### src/rtl/idx_gather_pkg.sv
// Shared types and helpers for the index-gather sequencer.
package idx_gather_pkg;

  localparam int unsigned IDX_AW_D = 10;
  localparam int unsigned IDX_W_D  = 16;
  localparam int unsigned AW_D     = 32;
  localparam int unsigned CALC_W   = 64;

  typedef enum logic [1:0] {
    IDLE  = 2'd0,
    ISSUE = 2'd1,
    DRAIN = 2'd2,
    DONE  = 2'd3
  } gather_state_e;

  // Computed wide; callers truncate to their address width for modulo wrap.
  function automatic logic [CALC_W-1:0] calc_addr(input logic [CALC_W-1:0] base,
                                                  input logic [CALC_W-1:0] idx,
                                                  input logic [2:0]        shift);
    return base + (idx << shift);
  endfunction

endpackage

### src/rtl/idx_gather_ctrl_out_cnt.sv
// Saturating up/down counter of outstanding gather requests.
module idx_out_cnt #(
  parameter int unsigned MAX_OUT = 4,
  parameter int unsigned CW      = $clog2(MAX_OUT + 1)
) (
  input  logic          clk,
  input  logic          rstn,
  input  logic          i_inc,
  input  logic          i_dec,
  output logic [CW-1:0] o_cnt,
  output logic          o_zero,
  output logic          o_full
);

  logic [CW-1:0] r_cnt;
  logic          r_zero;
  logic          r_full;
  logic          w_inc;
  logic          w_dec;
  logic [CW-1:0] w_cnt_nxt;

  // Increments at the ceiling and decrements at zero are dropped.
  always_comb begin
    w_inc     = i_inc && (r_cnt != CW'(MAX_OUT));
    w_dec     = i_dec && (r_cnt != '0);
    w_cnt_nxt = r_cnt;
    if (w_inc && !w_dec)
      w_cnt_nxt = r_cnt + CW'(1);
    else if (w_dec && !w_inc)
      w_cnt_nxt = r_cnt - CW'(1);
  end

  always_ff @(posedge clk) begin
    if (!rstn) begin
      r_cnt  <= '0;
      r_zero <= 1'b1;
      r_full <= 1'b0;
    end else begin
      r_cnt  <= w_cnt_nxt;
      r_zero <= (w_cnt_nxt == '0);
      r_full <= (w_cnt_nxt == CW'(MAX_OUT));
    end
  end

  assign o_cnt  = r_cnt;
  assign o_zero = r_zero;
  assign o_full = r_full;

endmodule

### src/rtl/idx_gather_ctrl.sv
// Walks a run of index-RAM entries, issuing one gather read per index.
// Optional bounds check on indices enabled by IDX_GATHER_BOUNDS_EN.
module idx_gather_ctrl
  import idx_gather_pkg::*;
#(
  parameter int unsigned IDX_AW  = IDX_AW_D,
  parameter int unsigned IDX_W   = IDX_W_D,
  parameter int unsigned AW      = AW_D,
  parameter int unsigned MAX_OUT = 4
) (
  input  logic              clk,
  input  logic              rstn,
  input  logic              i_start,
  input  logic [IDX_AW-1:0] i_cfg_ptr,
  input  logic [IDX_AW:0]   i_cfg_count,
  input  logic [AW-1:0]     i_cfg_base,
  input  logic [2:0]        i_cfg_shift,
`ifdef IDX_GATHER_BOUNDS_EN
  input  logic [IDX_W-1:0]  i_cfg_limit,
  output logic              o_oob_err,
`endif
  output logic [IDX_AW-1:0] o_idx_raddr,
  input  logic [IDX_W-1:0]  i_idx_rdata,
  output logic              o_req_valid,
  input  logic              i_req_ready,
  output logic [AW-1:0]     o_req_addr,
  input  logic              i_rsp_valid,
  output logic              o_busy,
  output logic              o_done,
  output logic [IDX_AW:0]   o_issued
);

  localparam int unsigned CW = $clog2(MAX_OUT + 1);

  gather_state_e     r_state;
  gather_state_e     w_state_nxt;
  logic [IDX_AW-1:0] r_ptr;
  logic [IDX_AW:0]   r_rem;
  logic [IDX_AW:0]   r_issued;
  logic [AW-1:0]     r_base;
  logic [2:0]        r_shift;
  logic [CW-1:0]     w_cnt;
  logic              w_zero;
  logic              w_full;
  logic              w_skip;
  logic              w_req_valid;
  logic              w_accept;
  logic              w_adv;
  logic              w_last;

`ifdef IDX_GATHER_BOUNDS_EN
  logic [IDX_W-1:0]  r_limit;
  logic              r_oob;
  assign w_skip    = (r_state == ISSUE) && (i_idx_rdata >= r_limit);
  assign o_oob_err = r_oob;
`else
  assign w_skip    = 1'b0;
`endif

  assign w_req_valid = (r_state == ISSUE) && !w_full && !w_skip;
  assign w_accept    = w_req_valid && i_req_ready;
  assign w_adv       = w_accept || w_skip;
  assign w_last      = (r_rem == (IDX_AW + 1)'(1));

  idx_out_cnt #(.MAX_OUT(MAX_OUT), .CW(CW)) u_out_cnt (
    .clk    (clk),
    .rstn   (rstn),
    .i_inc  (w_accept),
    .i_dec  (i_rsp_valid),
    .o_cnt  (w_cnt),
    .o_zero (w_zero),
    .o_full (w_full)
  );

  always_ff @(posedge clk) begin
    if (!rstn) r_state <= IDLE;
    else       r_state <= w_state_nxt;
  end

  always_comb begin
    w_state_nxt = r_state;
    o_busy      = 1'b0;
    o_done      = 1'b0;
    case (r_state)
      IDLE: begin
        if (i_start)
          w_state_nxt = (i_cfg_count == '0) ? DONE : ISSUE;
      end
      ISSUE: begin
        o_busy = 1'b1;
        if (w_adv && w_last)
          w_state_nxt = DRAIN;
      end
      DRAIN: begin
        o_busy = 1'b1;
        // A response landing on the final outstanding request finishes now.
        if (w_zero || ((w_cnt == CW'(1)) && i_rsp_valid))
          w_state_nxt = DONE;
      end
      DONE: begin
        o_done      = 1'b1;
        w_state_nxt = IDLE;
      end
      default: w_state_nxt = IDLE;
    endcase
  end

  // Run configuration and walk pointers; ptr moves only on accept or skip.
  always_ff @(posedge clk) begin
    if (!rstn) begin
      r_ptr    <= '0;
      r_rem    <= '0;
      r_issued <= '0;
      r_base   <= '0;
      r_shift  <= '0;
`ifdef IDX_GATHER_BOUNDS_EN
      r_limit  <= '0;
      r_oob    <= 1'b0;
`endif
    end else if ((r_state == IDLE) && i_start) begin
      r_ptr    <= i_cfg_ptr;
      r_rem    <= i_cfg_count;
      r_issued <= '0;
      r_base   <= i_cfg_base;
      r_shift  <= i_cfg_shift;
`ifdef IDX_GATHER_BOUNDS_EN
      r_limit  <= i_cfg_limit;
      r_oob    <= 1'b0;
`endif
    end else if ((r_state == ISSUE) && w_adv) begin
      r_ptr <= r_ptr + IDX_AW'(1);
      r_rem <= r_rem - (IDX_AW + 1)'(1);
      if (w_accept)
        r_issued <= r_issued + (IDX_AW + 1)'(1);
`ifdef IDX_GATHER_BOUNDS_EN
      if (w_skip)
        r_oob <= 1'b1;
`endif
    end
  end

  assign o_idx_raddr = r_ptr;
  assign o_req_valid = w_req_valid;
  assign o_req_addr  = AW'(calc_addr(CALC_W'(r_base), CALC_W'(i_idx_rdata), r_shift));
  assign o_issued    = r_issued;

endmodule

### config.mk
export PLATFORM = sky130hd
export DESIGN_NAME = idx_gather_ctrl
export DESIGN_NICKNAME = d
export VERILOG_FILES = /design/src/rtl/idx_gather_pkg.sv /design/src/rtl/idx_gather_ctrl_out_cnt.sv /design/src/rtl/idx_gather_ctrl.sv
export SDC_FILE = /design/constraint.sdc
export NUM_CORES = 1
export LEC_CHECK = 0
export CORE_MARGIN = 2
export CORE_UTILIZATION = 40
export CTS_CLUSTER_DIAMETER = 50
export DETAILED_ROUTE_END_ITERATION = 16
export PLACE_DENSITY_LB_ADDON = 0.2
export REMOVE_ABC_BUFFERS = 1
export SYNTH_ARGS = -nofsm -noshare
export SYNTH_HDL_FRONTEND = slang
export SYNTH_SLANG_ARGS = --single-unit
### constraint.sdc
create_clock -name clk -period 5.8 [get_ports clk]
set_input_delay 1.74 -clock clk [delete_from_list [all_inputs] [get_ports clk]]
set_output_delay 1.74 -clock clk [all_outputs]
set_load 0.05 [all_outputs]
## Word-level counts from Yosys, hierarchy flattened

Cells that the tools add are included.

| storage, ports and cells | value |
|---|---|
| input port bits | 77 |
| register bits after elaboration | 74 |
| word-level logic and storage cells | 63 |

| cells by class | value |
|---|---|
| shifts and indexed selects | 1 |
| reductions and logical operators | 23 |
| mux-type cells | 13 |
| bitwise gates (word level) | 1 |
| add/subtract/negate cells | 6 |
| equality and inequality tests | 10 |

Operator list:

| kind | number |
|---|---|
| adder 32 bit | 1 |
| << shifter 16 x 3 -> 32 bit | 1 |
| two-way mux 11 bit | 2 |
| two-way mux 10 bit | 2 |
| adder 11 x 1 -> 11 bit, second input constant | 1 |
| == test 11 x 1 -> 1 bit, second input constant | 1 |
| zero test 11 bit | 1 |
| subtractor 11 x 1 -> 11 bit, second input constant | 1 |
| adder 10 x 1 -> 10 bit, second input constant | 1 |
| logical AND 1 bit | 10 |
| two-way mux 2 bit | 4 |
| one-hot mux 2 bit (4 select lines) | 1 |
| two-way mux 3 bit | 2 |
| == test 2 bit, second input constant | 2 |
| != test 2 bit, second input constant | 2 |
| OR reduction 2 bit | 2 |
| adder 3 x 1 -> 3 bit, second input constant | 1 |
| == test 3 x 1 -> 1 bit, second input constant | 1 |
| == test 3 bit, second input constant | 1 |
| zero test 1 bit | 3 |
| zero test 3 bit | 1 |
| != test 3 bit, second input constant | 1 |
| AND reduction 3 bit | 1 |
| nonzero test 3 bit | 1 |
| other kinds (9) | 10 |

## Logic depth before layout (Yosys ltp)

Gate-level depths: netlist (run 1).

| logic depth | value |
|---|---|
| depth in word-level cells | 9 |
| depth in mapped cells | 14 |

## Modules after synthesis

Synthesis (run 1) repeated with hierarchy kept, for this count alone.

| second synthesis, totals | value |
|---|---|
| cells, all modules | 715 |
| area, all modules | 5672.9 um^2 |

Modules (own cells, without submodules):

| module | times used | area an instance (um^2) | seq. area each (um^2) | cells an instance |
|---|---|---|---|---|
| idx_gather_ctrl | 1 | 5308.8 | 1381.3 | 673 |
| idx_out_cnt | 1 | 364.1 | 100.1 | 42 |

## Least setup slack after synthesis (run 1)

Ideal clock, no wire load.

| timing | value |
|---|---|
| path type | in2out |
| start point | input i_idx_rdata[6] |
| end point | output o_req_addr[25] |
| setup slack | -1423 ps |
| cell stages on the path | 10 |
| arrival time | 5483 ps |
| path buffers | 1 |
| required time | 4060 ps |
| path through | mux2_2 -> mux4_2 -> ha_1 -> buf_6 -> o211a_1 -> o21ai_0 -> a31oi_1 -> o21ai_1 -> o21a_1 -> o311ai_0 |

| on the way | value |
|---|---|
| word-level cells in the longest chain between the ends | 2 |

Ends and longest elaborated chain:

| what | line | source |
|---|---|---|
| from (decl) | idx_gather_ctrl.sv:23 | `input logic [IDX_W-1:0] i_idx_rdata,` |
| << shifter 16 x 3 -> 32 bit | idx_gather_pkg.sv:20 | `return base + (idx << shift);` |
| adder 32 bit | idx_gather_pkg.sv:20 |  |
| to (decl) | idx_gather_ctrl.sv:26 | `output logic [AW-1:0] o_req_addr,` |

No other way between the ends.

## Worst setup path in the final report (run 1)

| timing | value |
|---|---|
| start point | input i_idx_rdata[7] |
| end point | output o_req_addr[26] |

The elaborated chain is that of the path after synthesis.

==> results of run 1 <==
## metal layers
metal	GRT usage	up-vias	wire length (um)
met5	0	-	0
met4	0.0999	0	592
met3	0.0290	52	856
met2	0.451	207	9760
met1	0.327	2980	8510
li1	-	2997	-
## how the worst max path moves through the flow
stage / to / startpoint
after global placement: o_req_addr[28] / i_idx_rdata[6]
after global routing: o_req_addr[24] / i_idx_rdata[7]
final: o_req_addr[26] / i_idx_rdata[7]
after detailed placement: o_req_addr[26] / i_idx_rdata[7]
after floorplan: o_req_addr[25] / i_idx_rdata[6]
after CTS: o_req_addr[26] / i_idx_rdata[8]
## kinds of logic after synthesis
group                      Yosys count  share of synthesized area
xor gates and xnor gates            49                     0.0774
buffers and inverters               66                     0.0485
adders and majority gates           37                     0.0849
muxes                               26                     0.0630
and+or+nand+nor                    271                      0.226
AOI/OAI and AO/OA                  184                      0.233
DFF                                 74                      0.267
## sequential cells by signal, indices dropped and copies added (netlist names)
signal,count
u_out_cnt.o_full,1
o_idx_raddr,10
u_out_cnt.o_cnt,3
u_out_cnt.o_zero,1
r_state,2
o_issued,11
r_shift,3
r_rem,11
r_base,32
## worst min-delay path: cells and delay by family (launching register included)
kind | cells | cell delay [ns]
flops | 1 | 0.32
simple gates | 1 | 0.06
compound gates | 1 | 0.05
## layout make-up
type	count	area [um2]
Tap cell	180	225
Inverter	29	109
Sequential cell	74	1480
Multi-Input combinational cell	567	4650
Timing Repair Buffer	264	2720
Fill cell	1049	4210
Clock inverter	6	90.1
Clock buffer	10	229
## cell usage in the layout, fill, tap and decap left out, types with 5 or more instances in the layout
| cell type | n |
|---|---|
| a211oi_1 | 5 |
| a21boi_0 | 17 |
| a21o_1 | 9 |
| a21oi_1 | 35 |
| a21oi_2 | 7 |
| a21oi_4 | 7 |
| and2_1 | 8 |
| and3_1 | 8 |
| buf_12 | 26 |
| buf_2 | 6 |
| buf_4 | 109 |
| buf_6 | 30 |
| clkbuf_16 | 13 |
| clkdlybuf4s50_1 | 85 |
| dfxtp_1 | 74 |
| ha_1 | 24 |
| ha_4 | 8 |
| inv_1 | 27 |
| mux2_4 | 8 |
| mux2i_1 | 7 |
| mux4_2 | 6 |
| nand2_1 | 132 |
| nand3_1 | 19 |
| nand4_1 | 10 |
| nor2_1 | 35 |
| nor3_1 | 14 |
| nor4_1 | 6 |
| o211a_1 | 21 |
| o211ai_1 | 6 |
| o21ai_0 | 11 |
| o21ai_1 | 9 |
| o21ai_2 | 5 |
| o21ai_4 | 5 |
| xnor2_1 | 17 |
| xnor2_2 | 8 |
| xor2_1 | 21 |
## report_power, final
part	switching (mW)	internal, mW
clock	0.221	0.378
combinational	1.31	1.17
sequential	0.109	0.599
## per-stage QoR
step / util / hold slack (ns) / std cells / area, um2 / TNS (ns)
floorplan: - / 0.441 / 670 / 5380 / -13.33
global placement: 0.582 / 0.454 / 1082 / 7980 / -20.27
detailed placement: 0.582 / 0.467 / 1082 / 7980 / -21.56
CTS: 0.656 / 0.476 / 1111 / 9000 / -8.36
global route: 0.693 / 0.497 / 1130 / 9510 / -11.71
finish: 0.693 / 0.475 / 1130 / 9510 / -9.90
## what timing repair did
action / 4_1_cts / 5_1_grt
setup endpoints to repair: 27 / 27
pin swaps: 55 / 63
gates resized for setup: 196 / 76
buffers inserted: 14 / 25
==> results by group, run 1 <==
STA
  • Tmin final: 6.51 ns
  • Fmax: 154 MHz
  • Tcrit/Tclk final: 1.12
  • Least-Margin Pin Slew: 1.04 ns
  • Count of final setup violators: 25
  • RSZ-0062 raised after global routing: yes
  • Worst rel slew slack: 0.303
  • Clk_skew: 0.00727 ns
  • Setup WS post-layout: -0.706 ns
  • Final-report max-slew violation count: 0
  • Final Hold Fails: 0

Cells and area
  • Fin nets: 1,059
  • Ant diodes: 0
  • Layout area overhead: 71.6%
  • Share of cells above drive strength 1: 0.331

Worst setup path
  • Crit-path cells: buf_6 > buf_6 > mux2_4 > mux4_2 > ha_4 > nand4_1 > nor4_2 > a22oi_2 > a211oi_4 > o31ai_4 > xnor2_1 > bufbuf_16
  • CP Class: input port to output port
  • Crit path max fanout: 4
  • WP buf/inv: 3
  • CP Depth: 12
  • R2R depth: 6
  • Top Family by Delay on Critical Path: multiplexers
  • CP Capture Type: output port
  • Delay of the slowest critical-path stage: 0.51 ns
  • CP dominant cell by count: buf_6
  • Critical Path Source Type: input port
  • Worst R2R Setup Slack: 3.49 ns
  • Worst reg2reg startpoint: r_state[0]
  • RR Endpoint: r_rem[10]
  • Crit-path slowest cell: mux4_2
  • CP arrival: 4.77 ns
  • Critical Path RT: 4.06 ns

Status
  • Failing checks: negative setup slack
  • Status: finished, violations left

Clock tree
  • Max Root-Sink Buffers: 2
  • Clk sinks: 74
  • Worst-path clk slew: 0.06 ns
  • # H-tree levels: 3
  • CTS tree: yes
  • CTS Buf Count: 9
  • Clock Latency Late Sink: 0.34 ns
  • Hold buffers post-CTS: 0
  • CTS root buf: clkbuf_16

Floorplanning
  • Die Area: 0.0148 mm2
  • DIE HEIGHT: 122 um
  • Die Width: 122 um
  • Core area: 0.0137 mm2
  • FP Rows: 43
  • Initial core utilization: 0.404
  • IO Pins: 133

Placed design
  • Final RePlAce weighted congestion: 0.936
  • Place WS: -1.14 ns
  • Number of port buffers: 132
  • DP HPWL: 13,600 um

Detailed routing
  • WL final: 19,700 um
  • Drt wl/cell: 17.5 um
  • Vias per std cell: 5.52
  • Via count: 6,236
  • Drt drc: 0
  • Antenna-violating nets left: 0
  • Initial DRC count: 371
  • DR pass1 iterations: 7

Synth
  • Yosys cell types: 64
  • Mapped cell area: 0.00554 mm2
  • Mapped Cells: 707
  • Synth top area share: 0.267
  • Count leader, synth: nand2_1
  • Asr flop ratio synth: 0
  • Warnings, synthesis: 0
  • Avg Cell Area, Syn: 7.84 um2
  • Sequential fraction of the synthesis area: 0.267
  • Post-synth EDFFs: 0
  • FF+latch count, synth: 74
  • Synth top cells by count: nand2_1 (135), dfxtp_1 (74), a21oi_1 (49), nor2_1 (39), ha_1 (36)
  • Leading area contributor after synthesis: dfxtp_1
  • Ys flop type: dfxtp_1
  • Area contributors post-synth: dfxtp_1 (27%), nand2_1 (9.1%), ha_1 (8.1%), a21oi_1 (4.4%), o211a_1 (4.0%)

Global route
  • Total Routing Usage GR: 0.258
  • Vias in the first global route: 6,258
  • Global-route wire length before repair: 30,700 um
  • Grt ovf: 0
  • Initial antenna violation count: 0
  • Largest net degree at the start of global routing: 55

Pwr
  • Peak supply drop: 295 uV
  • LEAKAGE: 4.07 nW
  • Pwr/cell area: 398 mW/mm2
  • Tot Pwr: 3.78 mW

Min path
  • Hold_sp: r_base[21]
  • HP Class: flop to flop
  • Hold EP: r_base[21]
  • Hold path depth: 2

Run
  • Max-Cap Viols: 0
Power figures use the tool's default switching activity.
==> inputs of run 2 (changes only) <==
--- a/config.mk
+++ b/config.mk
@@ -8,9 +8,11 @@
 export CORE_MARGIN = 2
 export CORE_UTILIZATION = 40
 export CTS_CLUSTER_DIAMETER = 50
+export CTS_CLUSTER_SIZE = 30
 export DETAILED_ROUTE_END_ITERATION = 16
 export PLACE_DENSITY_LB_ADDON = 0.2
 export REMOVE_ABC_BUFFERS = 1
+export SETUP_SLACK_MARGIN = 0.15
 export SYNTH_ARGS = -nofsm -noshare
 export SYNTH_HDL_FRONTEND = slang
 export SYNTH_SLANG_ARGS = --single-unit
==> run 2 against run 1 <==
The run still ends with negative setup slack left. Critical path depth unchanged. Clock skew decreased by 0.0011 ns. Hold slack got worse by 0.0012 ns. Critical endpoint is now o_req_addr[24]. Flip-flop and latch count unchanged. Register-to-register slack got worse by 0.02 ns. Routed wire length increased by 1.9%. Global-route usage about the same. Utilization increased by 0.65 points. Cell count increased by 0.62%. Setup slack improved by 0.10 ns.
==> results by group, run 2 (synthesis gave the netlist of run 1 again) <==
Detailed routing
  • WL final: 20,100 um (was 19,700 um)
  • Vias per std cell: 5.56 (was 5.52)
  • Met1 Wirelength: 8690 um (was 8510 um)
  • DR pass1 iterations: 7 (unchanged)
  • Total length of routed met2 wires: 10,000 um (was 9760 um)
  • Drt wl/cell: 17.7 um (was 17.5 um)
  • Antenna-violating nets left: 0 (unchanged)
  • Initial DRC count: 395 (was 371)
  • DR WL met3: 885 um (was 856 um)
  • Highest Signal Layer: met4 (unchanged)
  • Drt drc: 0 (unchanged)
  • Via count: 6,320 (was 6,236)

Clock tree
  • Clk sinks: 74 (unchanged)
  • CTS Buf Count: 9 (unchanged)
  • CTS tree: yes (unchanged)
  • Clock Latency Late Sink: 0.33 ns (was 0.34 ns)
  • Worst-path clk slew: 0.06 ns (about the same)
  • # H-tree levels: 3 (unchanged)
  • Max Root-Sink Buffers: 2 (unchanged)
  • CTS root buf: clkbuf_16 (unchanged)

Cells and area
  • Fin nets: 1,066 (was 1,059)
  • Share of cells above drive strength 1: 0.341 (was 0.331)
  • Top reg by flops: r_base (unchanged)
  • Fin area: 0.00960 mm2 (was 0.00951 mm2)
  • Commonest non-fill, non-tap cells in the layout: nand2_1 (130), buf_4 (111), clkdlybuf4s50_1 (85), dfxtp_1 (74), buf_6 (36) (was nand2_1 (132), buf_4 (109), clkdlybuf4s50_1 (85), dfxtp_1 (74))
  • Most common cell after layout, fill and taps aside: nand2_1 (unchanged)
  • Ant diodes: 0 (unchanged)
  • Final Util: 0.699 (was 0.693)
  • Layout area overhead: 73.2% (was 71.6%)
  • Max FFs per register: 32 (unchanged)

STA
  • Setup WS post-layout: -0.604 ns (was -0.706 ns)
  • Least-Margin Pin Slew: 1.04 ns (about the same)
  • Final Hold Fails: 0 (unchanged)
  • Count of final setup violators: 26 (was 25)
  • Final-report max-slew violation count: 0 (unchanged)
  • Tmin final: 6.40 ns (was 6.51 ns)
  • Clk_skew: 0.00620 ns (was 0.00727 ns)
  • Worst rel slew slack: 0.307 (was 0.303)
  • RSZ-0062 raised after global routing: yes (unchanged)
  • Tcrit/Tclk final: 1.10 (was 1.12)
  • Fmax: 156 MHz (was 154 MHz)

Global route
  • Largest net degree at the start of global routing: 55 (unchanged)
  • Grt ovf: 0 (unchanged)
  • Total Routing Usage GR: 0.258 (about the same)
  • Initial antenna violation count: 0 (unchanged)
  • Vias in the first global route: 6,309 (was 6,258)
  • Global-route wire length before repair: 30,700 um (about the same)

Run
  • Max-Cap Viols: 0 (unchanged)

Floorplanning
  • IO Pins: 133 (unchanged)
  • Core area: 0.0137 mm2 (unchanged)
  • Die Area: 0.0148 mm2 (unchanged)
  • DIE HEIGHT: 122 um (unchanged)
  • Initial core utilization: 0.404 (unchanged)
  • Die Width: 122 um (unchanged)
  • FP Rows: 43 (unchanged)

Min path
  • Hold path depth: 2 (unchanged)
  • HP Class: flop to flop (unchanged)

Status
  • Failing checks: negative setup slack (unchanged)
  • Status: finished, violations left (unchanged)

Placed design
  • DP HPWL: 13,600 um (unchanged)
  • Place WS: -1.14 ns (unchanged)
  • Number of port buffers: 132 (unchanged)
  • Final RePlAce weighted congestion: 0.936 (unchanged)
  • Area post-placement: 0.00798 mm2 (unchanged)

Worst setup path
  • R2R depth: 6 (unchanged)
  • CP Class: input port to output port (unchanged)
  • CP Capture Type: output port (unchanged)
  • Crit path max fanout: 4 (unchanged)
  • CP arrival: 4.66 ns (was 4.77 ns)
  • Critical Path Source Type: input port (unchanged)
  • Critical Path RT: 4.06 ns (about the same)

Pwr
  • Clock Power Share: 0.157 (was 0.158)
  • Sw Pwr: 1.66 mW (was 1.64 mW)
  • Internal power: 2.17 mW (was 2.15 mW)
  • Sequential share of power: 0.185 (was 0.187)
  • Pwr/cell area: 398 mW/mm2 (about the same)
  • Sw Ratio: 0.433 (about the same)
  • Peak supply drop: 295 uV (about the same)
  • Combinational Power Share: 0.657 (was 0.655)
  • LEAKAGE: 4.11 nW (was 4.07 nW)
[run 2: worst paths after layout]
path,start,end,slack [ns]
worst max-delay path,i_idx_rdata[8],o_req_addr[24],-0.60
worst max register to register,r_state[0],r_rem[10],3.47
worst min register to register,r_base[18],r_base[18],0.47
worst min-delay path,r_base[18],r_base[18],0.47
[run 2: power groups by stage]
stage          clock, mW  sequential [mW]  combinational, mW
2_1_floorplan          0            0.746               1.08
3_3_place_gp           0            0.701               2.03
3_5_place_dp           0            0.706               2.07
4_1_cts            0.609            0.700               2.34
5_1_grt            0.628            0.721               2.66
6_report           0.602            0.709               2.51
[run 2: per-layer routing]
metal,vias to the layer above,global-route usage
li1,3025,-
met1,3049,0.322
met2,208,0.453
met3,38,0.0304
met4,0,0.103
met5,-,0
[run 2: area by class of cell]
class	instances	area, um2
tap	180	225
sequential	74	1480
inverter	29	109
multi-input combinational	567	4690
timing repair buffer	271	2770
fill	1029	4120
clock buffer	10	229
clock inverter	6	90.1
[run 2: stage by stage]
step / TNS, ns / power, mW / cells / hold slack (ns)
final: -9.35 / 3.82 / 1137 / 0.474
after global routing: -11.19 / 4.01 / 1137 / 0.497
after CTS: -8.42 / 3.65 / 1122 / 0.475
after detailed placement: -21.56 / 2.78 / 1082 / 0.467
after global placement: -20.27 / 2.73 / 1082 / 0.454
after floorplan: -13.33 / 1.83 / 670 / 0.441
[run 2: critical path, cell delays in order]
cell       delay [ns]
buf_6            0.09
mux2_4           0.27
mux4_2           0.51
ha_4             0.26
a2111oi_4        0.35
o21ai_2          0.14
a2111oi_4        0.37
a211oi_2         0.13
buf_4            0.19
o31ai_4          0.29
xnor2_2          0.16
buf_12           0.16
[run 2: timing repair]
action                                  CTS  global route
hold buffers                              0             0
endpoints found under the setup margin   27            27
pin swaps                                71            60
gates resized for setup                 212            70
setup buffers                            24            15
==> edit 1 (flow settings as in run 2) <==
Register the input `i_cfg_ptr` before use, cleared by the reset. The logic sees it one clock later. The other inputs are not delayed to match.
--- a/src/rtl/idx_gather_ctrl.sv
+++ b/src/rtl/idx_gather_ctrl.sv
@@ -33,2 +33,12 @@
   localparam int unsigned CW = $clog2(MAX_OUT + 1);
+
+  logic [IDX_AW-1:0] i_cfg_ptr_q;
+
+  always_ff @(posedge clk) begin
+    if (!rstn) begin
+      i_cfg_ptr_q <= '0;
+    end else begin
+      i_cfg_ptr_q <= i_cfg_ptr;
+    end
+  end
 
@@ -120,3 +130,3 @@
     end else if ((r_state == IDLE) && i_start) begin
-      r_ptr    <= i_cfg_ptr;
+      r_ptr    <= i_cfg_ptr_q;
       r_rem    <= i_cfg_count;
Check against the original RTL: not equivalent (a bounded check fails within 4 cycles, from zero or initial values and one cycle with rstn low).
==> edit 1 against run 2 <==
Hold slack got worse by 0.010 ns. Setup slack got worse by 0.018 ns. Count of clock-buffer cells in the layout rose by 1. Wire length fell by 12%. Total power rose by 3.4%. Area after synthesis fell by 2.9%. Highest routed layer unchanged. Sequential cell count rose by 10. Cell area fell by 6.5%. The flow still finishes with violations (negative setup slack). Non-clock buffer count fell by 30. Final cell count fell by 5.5%. Register-to-register slack got worse by 0.06 ns. Via count fell by 10%. Clock power rose by 3.7%.
==> edit 1: results (changes against run 2) <==
[synthesis]
synth_area_leaders=dfxtp_1 31%, nand2_1 8.7%, ha_1 8.4%
synth_fa_ha_area_share_pct=8.74  ; +0.25 points
yosysUniqueCellTypes=60  ; -6.3%
synth_compound_area_share_pct=18.8  ; -4.5 points
synth.area.mux_share_pct=6.11  ; -0.18 points

[pwr]
peakVddDrop_uv=284  ; -3.6%
power.internal_uw=2260  ; +4.1%

[timing]
fin_setup_tns_ns=-9.94  ; -0.585 ns
setup_ws_ns=-0.621  ; -0.0177 ns
setup_viol=25  ; -3.8%
slew_headroom_pct=38.0  ; +7.3 points
skew_ns=0.00706  ; +0.000857 ns

[grt]
grt_pass1_vias=5664  ; -10%
groute.usage.overall_pct=23.5  ; -2.3 points
grt_max_degree=52  ; -5.5%

[setup_path]
cp_max_fo=5  ; +1
rrSetupSlack_ns=3.41  ; -0.06 ns
r2r_end=o_idx_raddr[5]
rr_startpoint=r_state[1]
r2r_cells=8  ; +2

[detailed_routing]
viasPerCell=5.29  ; -4.8%
drt-initial-drc-count=284  ; -28%
finalWirelength_um=17600  ; -12%

[placed_design]
gp_congestion=0.886  ; -5.3%

[final_layout]
nets=1007  ; -5.5%

[run_status]
violations=negative setup slack
outcome=finished with violations

[hold_path]
holdPathEnd=r_base[0]

[edit 1: metrics by stage]
stage,hold slack (ns),instances
after floorplan,0.441,641
after global placement,0.449,1035
after detailed placement,0.453,1035
after CTS,0.462,1071
after global routing,0.484,1074
final,0.464,1074
[edit 1: final cells by class]
| cell class | count | area [um2] |
|---|---|---|
| Timing Repair Buffer | 241 | 2530 |
| Tap cell | 176 | 220 |
| Sequential cell | 84 | 1680 |
| Fill cell | 1005 | 4220 |
| Inverter | 18 | 67.6 |
| Clock buffer | 11 | 233 |
| Clock inverter | 5 | 86.3 |
| Multi-Input combinational cell | 539 | 4150 |
[edit 1: layer usage]
layer / track usage (%) / up-vias / share of wire, %
met3: 4.47 / 38 / 5.0
met5: 0 / - / 0
met2: 40.7 / 174 / 50
li1: - / 2794 / -
met1: 28.9 / 2680 / 42
met4: 8.46 / 0 / 2.7
[edit 1: logic make-up after synthesis]
kind of cell               Yosys count
xor gates and xnor gates            54
adders and majority gates           37
AOI/OAI and AO/OA                  157
muxes                               24
and+or+nand+nor                    267
buffers and inverters               50
DFF                                 84
[edit 1: worst max-delay path by stage]
| stage | from | endpoint | slack [ns] | cells after the start |
|---|---|---|---|---|
| after floorplan | i_idx_rdata[3] | o_req_addr[24] | -0.81 | 11 |
| after global placement | i_idx_rdata[6] | o_req_addr[31] | -1.04 | 13 |
| after detailed placement | i_idx_rdata[6] | o_req_addr[29] | -1.09 | 13 |
| after CTS | i_idx_rdata[6] | o_req_addr[20] | -0.58 | 17 |
| after global routing | i_idx_rdata[5] | o_req_addr[23] | -0.73 | 14 |
| final | i_idx_rdata[8] | o_req_addr[31] | -0.62 | 13 |
[edit 1: what timing repair did]
action,4_1_cts,5_1_grt
pin swaps,66,34
setup buffers,20,3
gates resized for setup,163,58
endpoints found under the setup margin,28,27
[edit 1: power groups by stage]
| stage | registers [uW] | logic (uW) | clock network [uW] |
|---|---|---|---|
| 6_report | 804 | 2530 | 624 |
| 3_5_place_dp | 801 | 2220 | 0 |
| 2_1_floorplan | 856 | 1150 | 0 |
| 5_1_grt | 820 | 2680 | 662 |
| 3_3_place_gp | 796 | 2180 | 0 |
| 4_1_cts | 797 | 2440 | 635 |
[edit 1: critical path, stage by stage]
cell and delay [ns]:
buf_6 0.09, mux2_4 0.28, mux4_2 0.51, ha_4 0.25, a21o_1 0.19, a21o_1 0.17, a311oi_2 0.38, a21oi_2 0.13
o21ai_2 0.20, o21a_4 0.24, nor2_4 0.07, xor2_2 0.22, clkbuf_16 0.20
==> edit 2 (flow settings as in run 2) <==
Without the edit above. The package constant `IDX_AW_D` goes from 10 to 11.
--- a/src/rtl/idx_gather_pkg.sv
+++ b/src/rtl/idx_gather_pkg.sv
@@ -3,3 +3,3 @@
 
-  localparam int unsigned IDX_AW_D = 10;
+  localparam int unsigned IDX_AW_D = 11;
   localparam int unsigned IDX_W_D  = 16;
Ports: changed (resized i_cfg_count, i_cfg_ptr, o_idx_raddr and o_issued); port bits go from 133 to 137. The function was not compared with the original's and may differ.
==> edit 2 against run 2 <==
The flow still finishes with violations (negative setup slack). Total power is 8.4% higher. Largest power group unchanged. Area after synthesis decreased by 1.6%. Wire length down 9.6%. Sequential cell count up 3. Highest routed layer unchanged. Hold slack worse by 0.0069 ns. Setup slack better by 0.012 ns. Largest cell class unchanged. Sequential share of layout area up 1.7 points. Cell area fell by 6.4%.
==> edit 2: results (changes against run 2) <==
[pwr]
peakVddDrop_uv=260  ; -12%
p_leak_uw=0.00364  ; -12%
sw_frac_of_total_pct=43.8  ; +0.49 points

[placed_design]
gp_congestion=0.847  ; -9.5%
place_ws_ns=-1.03  ; +0.118 ns
io_buffers=136  ; +3.0%
placed_cells=1070  ; -1.1%
placed_area_um2=7810  ; -2.1%
place_hpwl_um=13300  ; -2.6%

[detailed_routing]
drt-initial-drc-count=442  ; +12%
finalWirelength_um=18200  ; -9.6%
drt_pass1_iterations=5  ; -2

[timing]
setup_ws_ns=-0.592  ; +0.0116 ns
skew_ns=0.00579  ; -0.000407 ns
slew_headroom_pct=26.5  ; -4.2 points
setup_viol=23  ; -12%

[setup_path]
rr_startpoint=r_state[1]
worstSetupStartpoint=i_idx_rdata[4]
rrSetupSlack_ns=3.21  ; -0.26 ns
r2r_end=u_out_cnt.o_zero
cp.arrival_ns=4.65  ; about the same
worst_path_dominant_cell_family=multiplexers
r2r_cells=8  ; +2

[synthesis]
synth_area_leaders=dfxtp_1 28%, nand2_1 8.6%, ha_1 8.3%
yosysUniqueCellTypes=55  ; -14%
ys_top_cells_by_count=125 x nand2_1, 77 x dfxtp_1, 70 x nor2_1
synthCells=712  ; +0.71%
synth-seq-area-share_pct=28.3  ; +1.5 points

[grt]
met2_usage_pct=42.5  ; -2.8 points
grt_use_met3_pct=4.20  ; +1.2 points
grt_pass1_wl_um=28800  ; -5.9%
grt_use_met1_pct=30.7  ; -1.5 points
grt_max_degree=48  ; -13%

[hold_path]
holdPathEnd=r_base[5]
min_from=r_base[5]
worstHoldPathCells=2  ; unchanged

[clocking]
cts_root_buf=clkbuf_16

[run_status]
outcome=finished with violations
violations=negative setup slack

[final_layout]
nets=1045  ; -2.0%

-- edit 2: power groups by stage --
stage | Sequential [uW] | Combinational [uW] | Clock, uW
floorplan | 835 | 1270 | 0
global placement | 763 | 2400 | 0
detailed placement | 770 | 2430 | 0
CTS | 763 | 2790 | 530
global route | 782 | 3010 | 552
finish | 766 | 2860 | 521
-- edit 2: cells by family after synthesis --
family | synth area share [%]
simple gates | 23.7
compound gates | 20.7
flops | 28.3
buf+inv | 3.92
xor+xnor | 8.51
fa+ha+maj | 8.81
mux | 6.03
-- edit 2: final cells by class --
type / count / area (um2)
Fill cell: 1052 / 4320
Multi-Input combinational cell: 580 / 4220
Timing Repair Buffer: 243 / 2650
Sequential cell: 77 / 1540
Clock buffer: 12 / 256
Tap cell: 176 / 220
Inverter: 18 / 70.1
Clock inverter: 4 / 22.5
-- edit 2: worst max path at each step --
| stage | cells after the start | to |
|---|---|---|
| final | 12 | o_req_addr[29] |
| after global placement | 15 | o_req_addr[31] |
| after CTS | 12 | o_req_addr[29] |
| after floorplan | 9 | o_req_addr[25] |
| after detailed placement | 12 | o_req_addr[31] |
| after global routing | 12 | o_req_addr[29] |
-- edit 2: what timing repair did --
item,CTS,global route
buffers inserted,20,4
pin swaps,54,18
resized for setup,186,22
setup endpoints to repair,28,27
-- edit 2: metal layers --
| metal | part of all wire, % | wire length, um |
|---|---|---|
| met5 | 0 | 0 |
| met4 | 1.7 | 312 |
| met3 | 5.4 | 978 |
| met2 | 49 | 8910 |
| met1 | 44 | 7970 |
-- edit 2: stage by stage --
| step | TNS [ns] | util, % | hold WS (ns) |
|---|---|---|---|
| 3_5_place_dp | -19.86 | 58.8 | 0.457 |
| 3_3_place_gp | -18.69 | 58.8 | 0.450 |
| 6_report | -9.07 | 67.5 | 0.467 |
| 5_1_grt | -10.98 | 67.5 | 0.481 |
| 4_1_cts | -7.65 | 66.6 | 0.467 |
| 2_1_floorplan | -9.12 | - | 0.441 |
-- edit 2: worst min-delay path, delay by kind of cell (launching register included) --
family	cells	cell delay [ns]
AO/OA/AOI/OAI	1	0.05
flip-flops	1	0.31
AND/OR/NAND/NOR	1	0.05
